## config.mk

```make
export PLATFORM = sky130hd
export DESIGN_NAME = fpmul_issue_queue_flat
export DESIGN_NICKNAME = d
export VERILOG_FILES = /design/src/rtl/fpmul_pkg.sv /design/src/rtl/fpmul_issue_queue_if.sv /design/src/rtl/sync_fifo.sv /design/src/rtl/fpmul_issue_queue.sv /design/src/flat_wrapper.sv
export SDC_FILE = /design/constraint.sdc
export NUM_CORES = 1
export LEC_CHECK = 0
export CORE_MARGIN = 2
export CORE_UTILIZATION = 46
export DETAILED_ROUTE_END_ITERATION = 10
export PLACE_DENSITY = 0.7
export SYNTH_ARGS = -nofsm -noshare
export SYNTH_HDL_FRONTEND = slang
export SYNTH_HIERARCHICAL = 1
export SYNTH_SLANG_ARGS = --single-unit
```

## constraint.sdc

```tcl
create_clock -name clk_i -period 6.2 [get_ports clk_i]
set_input_delay 1.55 -clock clk_i [delete_from_list [all_inputs] [get_ports clk_i]]
set_output_delay 1.55 -clock clk_i [all_outputs]
set_load 0.01 [all_outputs]
```

## src/rtl/fpmul_pkg.sv

```systemverilog
// rtl/fpmul_pkg.sv - shared state, flag and IEEE-754 field definitions for the FPMul issue queue
package fpmul_pkg;

    typedef enum logic [1:0] {
        IDLE  = 2'd0,
        ISSUE = 2'd1,
        WAIT  = 2'd2,
        HOLD  = 2'd3
    } state_e;

    // Flag vector ordering shared with FPMul: {OF,UF,NanF,InfF,DNF,ZF}
    localparam int FLG_OF   = 5;
    localparam int FLG_UF   = 4;
    localparam int FLG_NANF = 3;
    localparam int FLG_INFF = 2;
    localparam int FLG_DNF  = 1;
    localparam int FLG_ZF   = 0;

    localparam logic [31:0] QNAN       = 32'h7FC0_0000;
    localparam logic [7:0]  EXP_ONES   = 8'hFF;
    localparam logic [5:0]  FLAGS_NAN  = 6'b1 << FLG_NANF;
    localparam logic [5:0]  FLAGS_ZERO = 6'b1 << FLG_ZF;

    typedef struct packed {
        logic [31:0] a;
        logic [31:0] b;
    } operand_t;

    function automatic logic is_zero(input logic [31:0] x);
        return x[30:0] == 31'd0;
    endfunction

    function automatic logic is_inf_nan(input logic [31:0] x);
        return x[30:23] == EXP_ONES;
    endfunction

    // A signed zero times any finite value is a signed zero; Inf/NaN must still go to FPMul.
    function automatic logic zero_bypass(input operand_t op);
        return (is_zero(op.a) && !is_inf_nan(op.b)) || (is_zero(op.b) && !is_inf_nan(op.a));
    endfunction

endpackage

```

## src/rtl/fpmul_issue_queue_if.sv

```systemverilog
// rtl/fpmul_issue_queue_if.sv - operand stream, FPMul handshake and result stream bundle
interface fpmul_issue_queue_if;

    logic        in_valid;
    logic        in_ready;
    logic [31:0] in_a;
    logic [31:0] in_b;

    logic        mul_start;
    logic [31:0] mul_a;
    logic [31:0] mul_b;
    logic        mul_done;
    logic [31:0] mul_p;
    logic [5:0]  mul_flags;

    logic        out_valid;
    logic        out_ready;
    logic [31:0] out_p;
    logic [5:0]  out_flags;

    modport master (
        output in_valid, in_a, in_b, mul_done, mul_p, mul_flags, out_ready,
        input  in_ready, mul_start, mul_a, mul_b, out_valid, out_p, out_flags
    );

    modport slave (
        input  in_valid, in_a, in_b, mul_done, mul_p, mul_flags, out_ready,
        output in_ready, mul_start, mul_a, mul_b, out_valid, out_p, out_flags
    );

endinterface

```

## src/rtl/sync_fifo.sv

```systemverilog
// rtl/sync_fifo.sv - show-ahead synchronous FIFO, DEPTH a power of two
module sync_fifo #(
    parameter int WIDTH = 64,
    parameter int DEPTH = 4
) (
    input  logic             clk_i,
    input  logic             rst_ni,
    input  logic             push_i,
    input  logic [WIDTH-1:0] wdata_i,
    input  logic             pop_i,
    output logic [WIDTH-1:0] rdata_o,
    output logic             full_o,
    output logic             empty_o
);
    localparam int AW = $clog2(DEPTH);
    localparam logic [AW:0] FULL_CNT = (AW + 1)'(DEPTH);

    logic [WIDTH-1:0] mem_q [DEPTH];
    logic [AW-1:0]    wptr_q, rptr_q;
    logic [AW:0]      count_q;
    logic             do_push, do_pop;

    assign full_o  = (count_q == FULL_CNT);
    assign empty_o = (count_q == '0);
    assign rdata_o = mem_q[rptr_q];

    // A full FIFO still takes a write when the head leaves in the same cycle.
    assign do_pop  = pop_i && !empty_o;
    assign do_push = push_i && (!full_o || do_pop);

    always_ff @(posedge clk_i) begin
        if (do_push) begin
            mem_q[wptr_q] <= wdata_i;
        end
    end

    always_ff @(posedge clk_i or negedge rst_ni) begin
        if (!rst_ni) begin
            wptr_q  <= '0;
            rptr_q  <= '0;
            count_q <= '0;
        end else begin
            if (do_push) begin
                wptr_q <= wptr_q + 1'b1;
            end
            if (do_pop) begin
                rptr_q <= rptr_q + 1'b1;
            end
            unique case ({do_push, do_pop})
                2'b10:   count_q <= count_q + 1'b1;
                2'b01:   count_q <= count_q - 1'b1;
                default: count_q <= count_q;
            endcase
        end
    end

endmodule

```

## src/rtl/fpmul_issue_queue.sv

```systemverilog
// rtl/fpmul_issue_queue.sv - streaming sequencer in front of FPMul; FPMUL_ZERO_BYPASS_EN enables zero-operand bypass
module fpmul_issue_queue
    import fpmul_pkg::*;
#(
    parameter int DEPTH   = 4,
    parameter int TIMEOUT = 64
) (
    input  logic               clk_i,
    input  logic               rst_ni,
    fpmul_issue_queue_if.slave bus,
    output logic               busy_o,
    output logic               timeout_err_o
);
    localparam int            CW       = $clog2(TIMEOUT + 1);
    localparam logic [CW-1:0] CNT_LAST = CW'(TIMEOUT - 1);

    state_e        state_q, state_d;
    logic [CW-1:0] cnt_q, cnt_d;
    logic [31:0]   mul_a_q, mul_a_d;
    logic [31:0]   mul_b_q, mul_b_d;
    logic [31:0]   out_p_q, out_p_d;
    logic [5:0]    out_flags_q, out_flags_d;
    logic          out_valid_q, out_valid_d;
    logic          terr_q, terr_d;

    logic          fifo_push, fifo_pop, fifo_full, fifo_empty;
    operand_t      fifo_wdata, head;

    assign fifo_wdata = '{a: bus.in_a, b: bus.in_b};
    assign fifo_push  = bus.in_valid && !fifo_full;

    sync_fifo #(
        .WIDTH ($bits(operand_t)),
        .DEPTH (DEPTH)
    ) u_fifo (
        .clk_i   (clk_i),
        .rst_ni  (rst_ni),
        .push_i  (fifo_push),
        .wdata_i (fifo_wdata),
        .pop_i   (fifo_pop),
        .rdata_o (head),
        .full_o  (fifo_full),
        .empty_o (fifo_empty)
    );

    always_ff @(posedge clk_i or negedge rst_ni) begin
        if (!rst_ni) begin
            state_q     <= IDLE;
            cnt_q       <= '0;
            mul_a_q     <= '0;
            mul_b_q     <= '0;
            out_p_q     <= '0;
            out_flags_q <= '0;
            out_valid_q <= 1'b0;
            terr_q      <= 1'b0;
        end else begin
            state_q     <= state_d;
            cnt_q       <= cnt_d;
            mul_a_q     <= mul_a_d;
            mul_b_q     <= mul_b_d;
            out_p_q     <= out_p_d;
            out_flags_q <= out_flags_d;
            out_valid_q <= out_valid_d;
            terr_q      <= terr_d;
        end
    end

    always_comb begin
        state_d     = state_q;
        cnt_d       = cnt_q;
        mul_a_d     = mul_a_q;
        mul_b_d     = mul_b_q;
        out_p_d     = out_p_q;
        out_flags_d = out_flags_q;
        out_valid_d = out_valid_q;
        terr_d      = terr_q;

        unique case (state_q)
            IDLE: ;
            // Done is not looked at here: it may still be high from the previous product.
            ISSUE: begin
                cnt_d   = '0;
                state_d = WAIT;
            end
            WAIT: begin
                if (bus.mul_done) begin
                    out_p_d     = bus.mul_p;
                    out_flags_d = bus.mul_flags;
                    out_valid_d = 1'b1;
                    state_d     = HOLD;
                end else if (cnt_q == CNT_LAST) begin
                    terr_d      = 1'b1;
                    out_p_d     = QNAN;
                    out_flags_d = FLAGS_NAN;
                    out_valid_d = 1'b1;
                    state_d     = HOLD;
                end else begin
                    cnt_d = cnt_q + 1'b1;
                end
            end
            HOLD: begin
                if (bus.out_ready) begin
                    out_valid_d = 1'b0;
                    state_d     = IDLE;
                end
            end
            default: state_d = IDLE;
        endcase

        // A pop from IDLE or HOLD overrides the case above and launches the head pair.
        if (fifo_pop) begin
`ifdef FPMUL_ZERO_BYPASS_EN
            if (zero_bypass(head)) begin
                out_p_d     = {head.a[31] ^ head.b[31], 31'd0};
                out_flags_d = FLAGS_ZERO;
                out_valid_d = 1'b1;
                state_d     = HOLD;
            end else begin
                mul_a_d = head.a;
                mul_b_d = head.b;
                state_d = ISSUE;
            end
`else
            mul_a_d = head.a;
            mul_b_d = head.b;
            state_d = ISSUE;
`endif
        end
    end

    always_comb begin
        fifo_pop = !fifo_empty && ((state_q == IDLE) || ((state_q == HOLD) && bus.out_ready));
        busy_o   = (state_q != IDLE) || !fifo_empty;
    end

    assign bus.in_ready   = !fifo_full;
    assign bus.mul_start  = (state_q == ISSUE);
    assign bus.mul_a      = mul_a_q;
    assign bus.mul_b      = mul_b_q;
    assign bus.out_valid  = out_valid_q;
    assign bus.out_p      = out_p_q;
    assign bus.out_flags  = out_flags_q;
    assign timeout_err_o  = terr_q;

endmodule

```

## src/flat_wrapper.sv

```systemverilog
// flat-port wrapper written by rule: the top's interface ports become plain ports
module fpmul_issue_queue_flat import fpmul_pkg::*;
#(
    parameter int DEPTH   = 4,
    parameter int TIMEOUT = 64
)
  (clk_i, rst_ni, busy_o, timeout_err_o, bus_in_valid, bus_in_a, bus_in_b, bus_mul_done, bus_mul_p, bus_mul_flags, bus_out_ready, bus_in_ready, bus_mul_start, bus_mul_a, bus_mul_b, bus_out_valid, bus_out_p, bus_out_flags);
  fpmul_issue_queue_if bus_i ();
  input  logic clk_i;
  input  logic rst_ni;
  output logic busy_o;
  output logic timeout_err_o;
  input wire logic [$bits(bus_i.in_valid)-1:0] bus_in_valid;
  input wire logic [$bits(bus_i.in_a)-1:0] bus_in_a;
  input wire logic [$bits(bus_i.in_b)-1:0] bus_in_b;
  input wire logic [$bits(bus_i.mul_done)-1:0] bus_mul_done;
  input wire logic [$bits(bus_i.mul_p)-1:0] bus_mul_p;
  input wire logic [$bits(bus_i.mul_flags)-1:0] bus_mul_flags;
  input wire logic [$bits(bus_i.out_ready)-1:0] bus_out_ready;
  output wire logic [$bits(bus_i.in_ready)-1:0] bus_in_ready;
  output wire logic [$bits(bus_i.mul_start)-1:0] bus_mul_start;
  output wire logic [$bits(bus_i.mul_a)-1:0] bus_mul_a;
  output wire logic [$bits(bus_i.mul_b)-1:0] bus_mul_b;
  output wire logic [$bits(bus_i.out_valid)-1:0] bus_out_valid;
  output wire logic [$bits(bus_i.out_p)-1:0] bus_out_p;
  output wire logic [$bits(bus_i.out_flags)-1:0] bus_out_flags;
  assign bus_i.in_valid = bus_in_valid;
  assign bus_i.in_a = bus_in_a;
  assign bus_i.in_b = bus_in_b;
  assign bus_i.mul_done = bus_mul_done;
  assign bus_i.mul_p = bus_mul_p;
  assign bus_i.mul_flags = bus_mul_flags;
  assign bus_i.out_ready = bus_out_ready;
  assign bus_in_ready = bus_i.in_ready;
  assign bus_mul_start = bus_i.mul_start;
  assign bus_mul_a = bus_i.mul_a;
  assign bus_mul_b = bus_i.mul_b;
  assign bus_out_valid = bus_i.out_valid;
  assign bus_out_p = bus_i.out_p;
  assign bus_out_flags = bus_i.out_flags;
  fpmul_issue_queue #(.DEPTH(DEPTH), .TIMEOUT(TIMEOUT)) u_core (.clk_i(clk_i), .rst_ni(rst_ni), .bus(bus_i), .busy_o(busy_o), .timeout_err_o(timeout_err_o));
endmodule
```

==> results.yml <==
setup_path:
  slowest_stage: "and2_4"
  cp_cell_sequence: "clkdlybuf4s50_1 -> and3_1 -> nor2_2 -> nor2_4 -> o21a_4 -> and2_4"
  r2r-end: "u_core/u_fifo/mem_q[2][5]"
  worstPathMaxFanout: 64
  worstSetupStartpointType: "primary input"
  cpLargestDelayFamily: "simple AND/OR/NAND/NOR gates"
  crit_type: "in2reg"
  r2r_cells: 5
  endpoint_kind: "flip-flop"
  max_stage_delay_ns: 0.84
  r2r_slack_ns: 3.34
  path_buf_inv: 1
  crit_required_ns: 6.32
  r2r_start: "u_core/state_q[1]"
  arrival_ns: 4.04
global_routing:
  grt_antenna_before_repair: 3
  grt_max_degree: 75
  grt_pass1_vias: 7281
  grt_pass1_wl_um: 42320
  overflow: 0
  grt_use_total: 0.1681
min_path:
  hold_path_end: "u_core/timeout_err_o"
  hold_start: "u_core/timeout_err_o"
  min_path_cells: 1
  hold_path.class: "reg2reg"
sta:
  maxSlewHeadroom: 0.2593
  min_period_ns: 3.917
  finalHoldViolCount: 0
  period_share: 0.6318
  rsz0062_at_grt: "false"
  slew_violations: 0
  clock-skew-final_ns: 0.009218
  whs_ns: 0.4530
  tns_ns: 0
  setup_viol: 0
  tightest_slew_ns: 1.111
  fmax_ghz: 0.2553
place:
  gp_congestion: 0.8188
  hpwl_um: 15850
  place_inst: 1239
  port_buffers: 213
  dpl-instance-area_sq_mm: 0.01664
yosys:
  synth_fa_ha_area_frac: 0.006703
  synthesis.nets: 769
  ys_seq_area_frac: 0.7536
  yosys_warnings: 6
  netlist_area_sq_mm: 0.01419
  synth-compound-area-share: 0.03369
  synth-simple-area-share: 0.01693
  synth_edf_count: 256
  avgSynthCellArea_sq_um: 21.66
  synth_ff_type: "edfxtp_1"
  async_flop_share: 0.3191
  syn_inst: 655
  synth_xor_xnor_area_share: 0.003704
  ys_ff_latch: 376
  ys_types: 52
  synth_top_family_by_area: "multiplexers"
  yosys-mux-area-fraction: 0.1678
finish:
  n_antenna_cell: 0
  fin_cells: 1308
  fin_util: 0.5863
  syn_to_final_growth_pct: 26.10
  stdcell_area_sq_mm: 0.01789
  fin_nets: 997
  drive_gt1_frac: 0.2094
clock_tree:
  htree_levels: 2
  cts_buffers: 38
  clockBufferDepth: 3
  cts_num_sinks: 376
  cts_hold_buf: 0
  cts_root_buf: "clkbuf_16"
  cts_setup_buffers: 0
  cts_tree: "yes"
  cts-resized-gates: 0
  clk_latency_ns: 0.51
  clk_pin_slew_ns: 0.06
floorplan:
  rows: 64
  die_y_um: 179.6
  start_util: 0.4650
  die_w_um: 179.6
  fp.coreArea_sq_mm: 0.03051
  io_pins: 214
  die_area_sq_mm: 0.03226
power:
  power.leakage_nw: 6.496
  vdd_ir_drop_max_mv: 0.3252
  powerDensity_mw_per_mm2: 507.6
routing:
  vias: 6887
  routed_wl_um: 26890
  wl_per_cell_um: 20.56
  drt_iter0_drc: 336
  viasPerCell: 5.265
  antenna_left: 0
  drc: 0
  dr.pass1.iters: 4
run:
  cap_violations: 0
status:
  status: "complete, no violations"
==> worst max path at each step <==
stage                              from                         end  slack (ns)  cells past startpoint
after floorplan           bus_out_ready   u_core/u_fifo/mem_q[0][0]        2.59                      7
after global placement    bus_out_ready  u_core/u_fifo/mem_q[0][36]        1.74                      6
after detailed placement  bus_out_ready  u_core/u_fifo/mem_q[0][16]        1.70                      6
after CTS                 bus_out_ready  u_core/u_fifo/mem_q[0][17]        2.22                      6
after global routing      bus_out_ready  u_core/u_fifo/mem_q[1][46]        2.10                      6
final                     bus_out_ready   u_core/u_fifo/mem_q[2][5]        2.28                      6
==> flip-flops by register name (all words and copies together), names as in the netlist, 2 cells and up <==
signal and count:
u_core/u_fifo/rptr_q 2, u_core/state_q 2, u_core/bus.out_flags 6, u_core/bus.mul_b 32, u_core/u_fifo/mem_q 256, u_core/cnt_q 7, u_core/bus.out_p 32, u_core/u_fifo/count_q 3
u_core/bus.mul_a 32, u_core/u_fifo/wptr_q 2
==> through the flow <==
| step | worst slack, ns | power (W) |
|---|---|---|
| 2_1_floorplan | 2.590 | 0.005732 |
| 5_1_grt | 2.097 | 0.009537 |
| 3_3_place_gp | 1.736 | 0.006882 |
| 3_5_place_dp | 1.695 | 0.006939 |
| 4_1_cts | 2.221 | 0.009212 |
| 6_report | 2.283 | 0.009080 |
==> final cells by class <==
cell class                      instances  area, sq um
Tap cell                              396        495.5
Timing Repair Buffer                  216         2156
Sequential cell                       376        10700
Clock buffer                           49         1064
Multi-Input combinational cell        241         3257
Fill cell                            2273        12620
Inverter                               10        37.54
Clock inverter                         20        181.4
==> logic make-up after synthesis <==
logic type      Yosys count
flops                   376
mux                     131
compound gates           56
simple gates             41
buf+inv                  38
fa+ha+maj                 7
xor+xnor                  6
==> metal layers <==
layer  up-vias  part of all wire  GRT usage
li1       3091                 -          -
met1      3522              0.44     0.2337
met2       237              0.47     0.2702
met3        35             0.068    0.04417
met4         2             0.016    0.03642
met5         -           0.00048          0
==> cell usage in the layout, fill, tap and decap left out, drive strengths merged, types with 14 or more instances in the layout <==
master           n
a22o            28
clkbuf          49
clkdlybuf4s50  212
clkinv          16
dfrtp          120
edfxtp         256
mux2            65
mux4            64
nand2           14
==> synthesized netlist by cell type (5+ instances only) <==
library cell	number	area share
o22a_1	10	0.0062
ha_1	6	0.0053
a22o_1	28	0.017
mux2_1	15	0.012
nand2_1	14	0.0037
dfrtp_1	120	0.21
inv_1	9	0.0024
edfxtp_1	256	0.54
mux4_2	64	0.10
buf_4	8	0.0042
buf_2	10	0.0035
mux2_4	50	0.053
buf_8	5	0.0053
==> power breakdown <==
group | switching, W | internal, W
sequential | 0.000476 | 0.00348
clock | 0.000904 | 0.00134
combinational | 0.00115 | 0.00173
(Power assumes the default switching activity.)
